### config.mk
export PLATFORM = sky130hd
export DESIGN_NAME = circuit1_sched_ctrl_flat
export DESIGN_NICKNAME = d
export VERILOG_FILES = /design/src/rtl/circuit1_sched_ctrl_if.sv /design/src/rtl/circuit1_sched_ctrl.sv /design/src/flat_wrapper.sv
export SDC_FILE = /design/constraint.sdc
export NUM_CORES = 1
export LEC_CHECK = 0
export BUFFER_PORTS_ARGS = -buffer_cell sky130_fd_sc_hd__buf_2
export CAP_MARGIN = 20
export CORE_UTILIZATION = 34
export DETAILED_ROUTE_END_ITERATION = 6
export PLACE_DENSITY = 0.49
export SKIP_LAST_GASP = 1
export SYNTH_ARGS = -nofsm -noshare
export SYNTH_HDL_FRONTEND = slang
export SYNTH_SLANG_ARGS = --single-unit
### constraint.sdc
create_clock -name Clk -period 4.2 [get_ports Clk]
set_clock_uncertainty 0.2 [all_clocks]
set_input_delay 1.26 -clock Clk [delete_from_list [all_inputs] [get_ports Clk]]
set_output_delay 1.26 -clock Clk [all_outputs]
set_load 0.05 [all_outputs]
### src/rtl/circuit1_sched_ctrl_if.sv
// circuit1_sched_ctrl_if
// Groups the operand/handshake/result signals of circuit1_sched_ctrl.
//   start : request from the operand source
//   a,b,c : operands, DATAWIDTH bits
//   busy  : controller is not idle
//   done  : one-cycle completion pulse
//   x     : result f - d, 2*DATAWIDTH bits
//   z     : min-select of d and e, DATAWIDTH bits
// master = operand source / result consumer side, slave = controller side.
interface circuit1_sched_ctrl_if #(
    parameter int unsigned DATAWIDTH = 8
);
    logic                     start;
    logic [DATAWIDTH-1:0]     a;
    logic [DATAWIDTH-1:0]     b;
    logic [DATAWIDTH-1:0]     c;
    logic                     busy;
    logic                     done;
    logic [2*DATAWIDTH-1:0]   x;
    logic [DATAWIDTH-1:0]     z;

    modport master (
        output start, a, b, c,
        input  busy, done, x, z
    );

    modport slave (
        input  start, a, b, c,
        output busy, done, x, z
    );
endinterface

### src/rtl/circuit1_sched_ctrl.sv
// circuit1_sched_ctrl
// Scheduled Circuit1 dataflow: d=a+b, e=a+c, g=(d>e), z=g?e:d, f=a*c, x=f-d.
// One shared adder/subtractor and one multiplier, sequenced by an FSM.
// Ports:
//   Clk : rising-edge clock
//   Rst : asynchronous active-high reset
//   bus : slave side of circuit1_sched_ctrl_if (start, a, b, c in;
//         busy, done, x, z out)
// Latency: start accepted at edge N, x/z update at edge N+4, done is high
// for the following cycle, controller is back in IDLE after edge N+5.
module circuit1_sched_ctrl #(
    parameter int unsigned DATAWIDTH = 8
) (
    input  logic                  Clk,
    input  logic                  Rst,
    circuit1_sched_ctrl_if.slave  bus
);
    localparam int unsigned W2 = 2 * DATAWIDTH;

    typedef enum logic [2:0] {
        IDLE,
        S_ADD1,
        S_ADD2,
        S_CMPMUL,
        S_SUB,
        DONE
    } state_t;

    state_t                 state_q, state_d;
    logic [DATAWIDTH-1:0]   a_q, a_d, b_q, b_d, c_q, c_d;
    logic [DATAWIDTH-1:0]   d_q, d_d, e_q, e_d;
    logic                   g_q, g_d;
    logic [W2-1:0]          f_q, f_d;
    logic [W2-1:0]          x_q, x_d;
    logic [DATAWIDTH-1:0]   z_q, z_d;

    // Shared ALU, operands and add/sub selected by state.
    logic [W2-1:0]          alu_a, alu_b, alu_y;
    logic                   alu_sub;

    always_comb begin
        alu_y = alu_sub ? (alu_a - alu_b) : (alu_a + alu_b);
    end

    always_comb begin
        state_d = state_q;
        a_d     = a_q;
        b_d     = b_q;
        c_d     = c_q;
        d_d     = d_q;
        e_d     = e_q;
        g_d     = g_q;
        f_d     = f_q;
        x_d     = x_q;
        z_d     = z_q;
        alu_a   = '0;
        alu_b   = '0;
        alu_sub = 1'b0;

        case (state_q)
            IDLE: begin
                if (bus.start) begin
                    a_d     = bus.a;
                    b_d     = bus.b;
                    c_d     = bus.c;
                    state_d = S_ADD1;
                end
            end
            S_ADD1: begin
                alu_a   = {{DATAWIDTH{1'b0}}, a_q};
                alu_b   = {{DATAWIDTH{1'b0}}, b_q};
                d_d     = alu_y[DATAWIDTH-1:0];
                state_d = S_ADD2;
            end
            S_ADD2: begin
                alu_a   = {{DATAWIDTH{1'b0}}, a_q};
                alu_b   = {{DATAWIDTH{1'b0}}, c_q};
                e_d     = alu_y[DATAWIDTH-1:0];
                state_d = S_CMPMUL;
            end
            S_CMPMUL: begin
                g_d     = (d_q > e_q);
                f_d     = {{DATAWIDTH{1'b0}}, a_q} * {{DATAWIDTH{1'b0}}, c_q};
                state_d = S_SUB;
            end
            S_SUB: begin
                alu_a   = f_q;
                alu_b   = {{DATAWIDTH{1'b0}}, d_q};
                alu_sub = 1'b1;
                x_d     = alu_y;
                // Min-select taken from the stored compare bit; d and e are
                // stable since S_CMPMUL, so this equals latching it a cycle early.
                z_d     = g_q ? e_q : d_q;
                state_d = DONE;
            end
            DONE: begin
                state_d = IDLE;
            end
            default: begin
                state_d = IDLE;
            end
        endcase
    end

    always_ff @(posedge Clk or posedge Rst) begin
        if (Rst) begin
            state_q <= IDLE;
            a_q     <= '0;
            b_q     <= '0;
            c_q     <= '0;
            d_q     <= '0;
            e_q     <= '0;
            g_q     <= 1'b0;
            f_q     <= '0;
            x_q     <= '0;
            z_q     <= '0;
        end else begin
            state_q <= state_d;
            a_q     <= a_d;
            b_q     <= b_d;
            c_q     <= c_d;
            d_q     <= d_d;
            e_q     <= e_d;
            g_q     <= g_d;
            f_q     <= f_d;
            x_q     <= x_d;
            z_q     <= z_d;
        end
    end

    assign bus.busy = (state_q != IDLE);
    assign bus.done = (state_q == DONE);
    assign bus.x    = x_q;
    assign bus.z    = z_q;
endmodule

### src/flat_wrapper.sv
// flat-port wrapper written by rule: the top's interface ports become plain ports
module circuit1_sched_ctrl_flat 
#(
    parameter int unsigned DATAWIDTH = 8
)
  (Clk, Rst, bus_start, bus_a, bus_b, bus_c, bus_busy, bus_done, bus_x, bus_z);
  circuit1_sched_ctrl_if #(.DATAWIDTH(DATAWIDTH)) bus_i ();
  input  logic Clk;
  input  logic Rst;
  input wire logic [$bits(bus_i.start)-1:0] bus_start;
  input wire logic [$bits(bus_i.a)-1:0] bus_a;
  input wire logic [$bits(bus_i.b)-1:0] bus_b;
  input wire logic [$bits(bus_i.c)-1:0] bus_c;
  output wire logic [$bits(bus_i.busy)-1:0] bus_busy;
  output wire logic [$bits(bus_i.done)-1:0] bus_done;
  output wire logic [$bits(bus_i.x)-1:0] bus_x;
  output wire logic [$bits(bus_i.z)-1:0] bus_z;
  assign bus_i.start = bus_start;
  assign bus_i.a = bus_a;
  assign bus_i.b = bus_b;
  assign bus_i.c = bus_c;
  assign bus_busy = bus_i.busy;
  assign bus_done = bus_i.done;
  assign bus_x = bus_i.x;
  assign bus_z = bus_i.z;
  circuit1_sched_ctrl #(.DATAWIDTH(DATAWIDTH)) u_core (.Clk(Clk), .Rst(Rst), .bus(bus_i));
endmodule
==> run metrics, run 1 <==
antenna violations before repair=0; Post-synth EDFFs=0; fmax=about 230 MHz; Crit path required time=roughly 4.2 ns; Net Count, Synth=approximately 860; I/O Pins=between 50 and 60; Startpoint Class=flip-flop; cell accounting for the most synthesized area=dfrtp_1; reg-to-reg startpoint=u_core.c_q[5]; max cap viols=0; maximum fanout along the worst path=4; vias per cell=roughly 4.9; grt met1 use=approximately 22%; largest net degree at the start of global routing=44; CP max-delay cell=fa_1; critical path endpoint category=flip-flop; most common cell after layout, fill and taps aside=nand2_1; Die Width=between 100 and 150 um; Final Slew Violations=0; synthesized instance count=between 700 and 800; CTS Hold Bufs=0; Seq/Total Area, Yosys=31.0%; Avg Inst Size Synth=9.28 um2; count of final setup violators=3; RSZ-0062 raised after global routing=yes; Post-DP Area=7680 um2; Clock Latency Late Sink=around 0.34 ns; vias in the first global route=roughly 5300; most used routing layer=met2; Worst Tran Pin Value=roughly 0.74 ns; R2R Setup Slk=-0.07 ns; most frequent cells in the layout=nand2_1, dfrtp_1, buf_4; Synth Register Bits=84; # clock sinks=84; Area contributors post-synth=dfrtp_1, ha_1, fa_1; top_reg_cell synth=dfrtp_1; GR Util met3=roughly 2.4%; CTS tree=built; nets=944; Initial Util=a little over a third; GRT Overall Usage=approximately 17%; WHS Endpoint=u_core.f_q[0]; Data arrival, critical path=~4.3 ns; Hold Path Depth=2; DRT iter0 DRCs=around 200; Rows=about 50; crit-path most repeated cell=fa_1; routability cong.=0.853; IO buf count=52; drt pass-1 iters=4; Final Hold Violating Endpoints=0; setup ws final=-0.0725 ns; routed via count=5345; diode count=0; Critical Path, Cell by Cell=buf_4, nand2_1, fa_1, fa_1, fa_1, inv_2, fa_1, ha_4, or3_1, o22ai_2, buf_4, xor2_1, o21ai_0; cell area after layout=about 8100 um2; GRT overflow=0; Distinct cells, synth=between 50 and 60; YS warnings=0; clock-pin slew on the worst setup and hold paths=approximately 0.060 ns; HP Start=u_core.f_q[0]; first-pass GRT wire length=about 27000 um; final wirelength=16200 um; Final Cycle Share=102%; Routed Antenna Nets=0; layout cells sized above 1=between 20% and 30%; Register-to-Register Path Depth=13; share of the synthesized area in the top cell type=a little under a third; Placeable Area=19500 um2; Rel. slew slack=between 50% and 60%; met2 Usage GRT=around 29%; r2r endpoint=u_core.f_q[10]; Die Y=143 um; Post-synth ARST share=between 90% and 100%; Detail Placement HPWL=around 13000 um; die area=between 20000 and 25000 um2; Area Growth Syn to Fin=20.0%; htree depth=3; total CTS buffers=9; CTS Buffer Depth=2; final routed DRC violation total=0; Max stage delay on crit path=approximately 0.56 ns; Post-Syn Area=~6800 um2; fin crit period=between 4 and 5 ns; failing checks=negative setup slack; fillers=just under 2000; type of the worst min-delay path=reg -> reg; Clock Tree Root=clkbuf_16; drt wl/cell=around 15 um; status=complete, but fails checks; critical path type=reg -> reg
[synth_stat cells (all sizes together) (2+ instances only)]
cell     instances
a2111oi          2
a211oi           8
a21o             6
a21oi           25
a22o             7
a22oi           10
a2bb2oi          5
a31oi            4
a41o             3
and2            53
and3             3
buf             15
clkbuf          25
dfrtp           84
fa              37
ha              61
inv             64
mux2            24
mux2i           10
nand2          103
nand2b          10
nand3           10
nand3b           2
nand4            7
nor2            23
nor2b           11
nor3             4
o2111ai          2
o211ai           7
o21a             8
o21ai           59
o31a             3
o31ai            4
or3              3
xnor2            9
xor2            10
[critical path, delay by kind of cell (launching register included)]
kind | cells | cell delay (ns)
xor gates and xnor gates | 1 | 0.15
adders and majority gates | 5 | 2.24
DFF | 1 | 0.49
AOI/OAI and AO/OA | 2 | 0.27
buffers and inverters | 3 | 0.37
and+or+nand+nor | 2 | 0.39
[through the flow]
stage / hold WS (ns) / instances / worst slack, ns / utilization (%) / setup TNS, ns
2_1_floorplan: 0.239 / 731 / -0.121 / - / -0.158
3_3_place_gp: 0.256 / 1066 / -0.145 / 39.3 / -0.560
3_5_place_dp: 0.260 / 1066 / -0.244 / 39.3 / -1.14
4_1_cts: 0.274 / 1086 / -0.0893 / 41.5 / -0.310
5_1_grt: 0.287 / 1088 / -0.244 / 41.7 / -1.44
6_report: 0.270 / 1088 / -0.0725 / 41.7 / -0.133
[sequential cells by signal, indices dropped and copies added (netlist names)]
register        flops
u_core.state_q      3
u_core.g_q          1
u_core.d_q          8
u_core.f_q         16
u_core.c_q          8
u_core.bus.x       16
u_core.b_q          8
u_core.e_q          8
u_core.a_q          8
u_core.bus.z        8
[worst max path at each step]
stage	startpoint	to	slack (ns)	cells after the start
finish	u_core.c_q[5]	u_core.f_q[10]	-0.07	13
floorplan	u_core.a_q[5]	u_core.f_q[11]	-0.12	17
global route	u_core.a_q[2]	u_core.f_q[11]	-0.24	16
CTS	u_core.a_q[2]	u_core.f_q[11]	-0.09	15
global placement	u_core.c_q[7]	u_core.f_q[11]	-0.15	15
detailed placement	u_core.a_q[2]	u_core.f_q[12]	-0.24	12
[per-layer routing]
layer / vias to the layer above / wire (um)
li1: 2661 / -
met1: 2636 / 7520
met3: 8 / 276
met4: 0 / 170
met5: - / 0
met2: 40 / 8250
[repair_timing]
item	CTS	global route
hold endpoints to repair	0	0
pin swaps	22	10
resized for setup	17	8
endpoints found under the setup margin	7	11
setup buffers	5	2
[cell type report]
cell class                 count  area (um2)  share of cell area [%]
clock buffer                  12         267                    3.27
clock inverter                 3        68.8                   0.845
inverter                      64         241                    2.97
multi-input combinational    543        4350                    53.5
sequential                    84        2110                    25.9
tap                          265         332                    4.07
timing repair buffer         117         772                    9.48
[logic make-up after synthesis]
family                     synth area share (%)
AOI/OAI and AO/OA                          15.6
xor gates and xnor gates                   2.45
adders and majority gates                  22.2
buffers and inverters                      6.38
DFF                                        31.0
muxes                                      5.46
and+or+nand+nor                            16.9
Power of run 1 is left out: the tool's default activity adds up to more than one toggle a clock period on the data nets, which glitch-free logic cannot reach.
==> inputs of run 2 (changes only) <==
CELL_PAD_IN_SITES_DETAIL_PLACEMENT = 1   (was unset)
CELL_PAD_IN_SITES_GLOBAL_PLACEMENT = 2   (was unset)
CORE_MARGIN = 2   (was unset)
PLACE_DENSITY = 0.72   (was 0.49)
clock period = 3.92 ns   (was 4.2 ns; I/O delays follow)
==> run metrics, run 2 (synthesis gave the netlist of run 1 again) <==
status=complete, but fails checks; failing checks=negative setup slack; CTS Buffer Depth=2; Startpoint Class=flip-flop; Rel. slew slack=just under 50%; # clock sinks=84; CTS Hold Bufs=0; Placeable Area=~20000 um2; most common cell after layout, fill and taps aside=nand2_1; Initial Util=a little over a third; Crit path required time=~4.0 ns; GRT overflow=0; critical path type=reg -> reg; final wirelength=18600 um; Register-to-Register Path Depth=16; largest net degree at the start of global routing=47; critical path endpoint category=flip-flop; drt wl/cell=around 17 um; Routed Antenna Nets=0; routability cong.=0.819; CP max-delay cell=fa_1; count of final setup violators=9; Clock Tree Root=clkbuf_16; Data arrival, critical path=4.38 ns; DRT iter0 DRCs=around 170; antenna violations before repair=0; Critical Path, Cell by Cell=and2_4, fa_1, inv_1, fa_1, inv_1, fa_1, inv_1, fa_1, inv_2, ha_4, o21a_1, o31a_1, o31a_1, o31a_1, buf_4, o211ai_1; Die Y=between 100 and 150 um; Final Cycle Share=110%; vias in the first global route=roughly 6000; Area Growth Syn to Fin=23.6%; final routed DRC violation total=0; Final Slew Violations=0; Detail Placement HPWL=roughly 15000 um; type of the worst min-delay path=reg -> reg; vias per cell=between 5 and 6; clock-pin slew on the worst setup and hold paths=roughly 0.07 ns; routed via count=roughly 5600; drt pass-1 iters=4; first-pass GRT wire length=just over 30000 um; fin util=between 40% and 50%; Worst Tran Pin Value=roughly 0.77 ns; CTS tree=built; diode count=0; Max stage delay on crit path=0.53 ns; Clock Latency Late Sink=roughly 0.35 ns; total CTS buffers=9; Hold Path Depth=2; setup TNS=-2.51 ns; hold_ws=approximately 0.27 ns; layout cells sized above 1=around 28%; maximum fanout along the worst path=5; most frequent cells in the layout=nand2_1, buf_4, dfrtp_1; fillers=between 2000 and 2500; GRT Overall Usage=between 10% and 20%; nets=between 900 and 1000; fmax=between 200 and 250 MHz; IO buf count=52; Rows=51; Final Hold Violating Endpoints=0; Die Width=roughly 150 um; die area=approximately 21000 um2; setup ws final=-0.401 ns; max cap viols=0; htree depth=3; I/O Pins=53; crit-path most repeated cell=fa_1; RSZ-0062 raised after global routing=yes; fin crit period=about 4.3 ns
run 2: cell types whose count changed in the layout (fill, tap and decap cells not counted), sizes merged:
cell / previous run / this run
buf: 117 / 140
bufinv: 2 / 0
clkbuf: 12 / 10
clkinv: 2 / 4
clkinvlp: 0 / 2
run 2: metrics by stage:
stage / setup slack, ns / std cells / instance area, um2
after global placement: -0.419 / 1076 / 7760
after global routing: -0.573 / 1111 / 8380
after floorplan: -0.400 / 731 / 6880
after CTS: -0.397 / 1101 / 8190
final: -0.401 / 1111 / 8380
after detailed placement: -0.482 / 1076 / 7760
run 2: repair_timing:
item,in CTS,in global routing
cloned,0,0
pin swaps,32,24
buffers inserted,10,11
setup endpoints to repair,10,15
resized for setup,27,31
run 2: worst paths after layout:
path	start	end	slack, ns
max	u_core.c_q[2]	u_core.f_q[13]	-0.40
min	u_core.bus.z[3]	u_core.bus.z[3]	0.27
max reg2reg	u_core.c_q[2]	u_core.f_q[13]	-0.40
min reg2reg	u_core.bus.z[3]	u_core.bus.z[3]	0.27
max in group asynchronous	Rst	u_core.c_q[7]	2.06
min in group asynchronous	Rst	u_core.bus.x[9]	0.73
run 2: layout make-up:
type	instances	area, um2	share of cell area (%)
Inverter	64	241	2.88
Timing Repair Buffer	140	956	11.4
Clock inverter	5	30.0	0.358
Multi-Input combinational cell	543	4480	53.4
Sequential cell	84	2120	25.2
Tap cell	265	332	3.95
Clock buffer	10	229	2.73
run 2: metal layers:
metal,vias to the layer above,track usage (%),routed length (um),share of wire (%)
met5,-,0,0,0
met4,0,4.41,253,1.4
met2,48,33.3,9930,53
met1,2800,21.6,8070,43
li1,2702,-,-,-
met3,14,2.55,322,1.7
run 2: critical path, delay by kind of cell (launching register included):
kind / cells / cell delay, ns
compound gates: 5 / 0.91
fa+ha+maj: 5 / 2.17
buf+inv: 5 / 0.35
flops: 1 / 0.45
simple gates: 1 / 0.16
Power of run 2 is left out for the same reason.
==> inputs of run 3 (changes only) <==
CORE_UTILIZATION = 35   (was 34)
PLACE_DENSITY = 0.74   (was 0.72)
clock period = 3.8 ns   (was 3.92 ns; I/O delays follow)
==> run metrics, run 3 (synthesis gave the netlist of run 1 again) <==
RSZ-0062 raised after global routing=yes; antenna violations before repair=0; r2r endpoint=u_core.f_q[11]; Clock Tree Root=clkbuf_16; nets=between 900 and 1000; Final Hold Violating Endpoints=0; setup ws final=-0.585 ns; status=complete, but fails checks; most common cell after layout, fill and taps aside=nand2_1; type of the worst min-delay path=reg -> reg; Finished Layout Cells=about 1100; final wirelength=about 19000 um; Data arrival, critical path=4.39 ns; IO buf count=52; Placed Cells=about 1100; Detail Placement HPWL=~15000 um; # clock sinks=84; total CTS buffers=9; Placeable Area=~19000 um2; vias per cell=5.02; GRT overflow=0; routed via count=approximately 5600; htree depth=3; crit path from=u_core.c_q[2]; CP max-delay cell=fa_1; maximum fanout along the worst path=5; max cap viols=0; fin util=~44%; routability cong.=0.844; Max stage delay on crit path=approximately 0.56 ns; count of final setup violators=10; diode count=0; GRT Overall Usage=18.9%; hold_ws=about 0.27 ns; vias in the first global route=6060; failing checks=negative setup slack; crit-path most repeated cell=fa_1; Initial Util=approximately 36%; fmax=between 200 and 250 MHz; final routed DRC violation total=0; CTS tree=built; drt wl/cell=about 17 um; Crit. path cell count=16; Routed Antenna Nets=0; Worst Tran Pin Value=approximately 0.62 ns; die area=a little over 20000 um2; DRT iter0 DRCs=between 150 and 200; critical path endpoint category=flip-flop; CTS Hold Bufs=0; fillers=2206; first-pass GRT wire length=around 31000 um; most frequent cells in the layout=nand2_1, buf_4, dfrtp_1; Final Slew Violations=0; I/O Pins=53; CTS Buffer Depth=2; fin crit period=between 4 and 5 ns; Rel. slew slack=58.8%; clock-pin slew on the worst setup and hold paths=~0.060 ns; Final Cycle Share=115%; crit path to=u_core.f_q[11]; Rows=50; Crit path required time=roughly 3.8 ns; layout cells sized above 1=27.2%; Area Growth Syn to Fin=23.9%; Die Width=~140 um; reg-to-reg startpoint=u_core.c_q[2]; critical path type=reg -> reg; drt pass-1 iters=4; R2R Setup Slk=-0.58 ns; Buf/Inv on CP=4; Die Y=roughly 140 um; largest net degree at the start of global routing=36; Register-to-Register Path Depth=16; Critical Path, Cell by Cell=and2_4, fa_1, inv_1, fa_1, inv_1, fa_1, inv_1, fa_1, inv_2, ha_4, o21a_1, o31a_1, o31a_1, o31a_1, xnor2_1, o21ai_1; cell family with most CP delay=adder cells; Startpoint Class=flip-flop; Clock Latency Late Sink=between 0.3 and 0.4 ns
[run 3: through the flow]
step | setup TNS (ns) | area, um2 | setup WS (ns)
global placement | -4.34 | 7860 | -0.629
detailed placement | -4.69 | 7860 | -0.638
global route | -5.47 | 8410 | -0.709
CTS | -4.17 | 8230 | -0.583
floorplan | -2.36 | 6880 | -0.520
finish | -3.94 | 8410 | -0.585
[run 3: worst reg2reg max path, cell delays in order, from the launching register on]
cell and delay (ns):
dfrtp_2 0.44, and2_4 0.15, fa_1 0.56, inv_1 0.06, fa_1 0.48, inv_1 0.05, fa_1 0.48, inv_1 0.05
fa_1 0.49, inv_2 0.05, ha_4 0.21, o21a_1 0.10, o31a_1 0.11, o31a_1 0.27, o31a_1 0.29, xnor2_1 0.17
o21ai_1 0.07
[run 3: worst min-delay path by stage]
stage / start / end / slack (ns) / depth (start not counted)
2_1_floorplan: u_core.f_q[0] / u_core.f_q[0] / 0.24 / 2
3_3_place_gp: u_core.f_q[0] / u_core.f_q[0] / 0.25 / 2
3_5_place_dp: u_core.f_q[0] / u_core.f_q[0] / 0.26 / 2
4_1_cts: u_core.f_q[0] / u_core.f_q[0] / 0.28 / 2
5_1_grt: u_core.f_q[0] / u_core.f_q[0] / 0.31 / 2
6_report: u_core.bus.z[4] / u_core.bus.z[4] / 0.27 / 2
[run 3: timing repair]
action / CTS / global route
hold endpoints to repair: 0 / 0
setup endpoints to repair: 12 / 16
setup buffers: 3 / 11
pin swaps: 15 / 23
resized for setup: 16 / 23
[run 3: per-layer routing]
metal	GRT usage, %	wire length, um
met3	1.91	262
met2	34.1	9720
met5	0	0
met4	6.09	419
met1	23.7	8290
[run 3: final cells by class]
type,instances,area (um2),share of cell area (%)
flip-flops and latches,84,2110,25.1
multi-input cells,543,4430,52.7
clock buffers,10,229,2.72
inverters,64,241,2.87
clock inverters,5,53.8,0.640
well taps,260,325,3.87
repair buffers,148,1020,12.1
Power of run 3 is left out for the same reason.
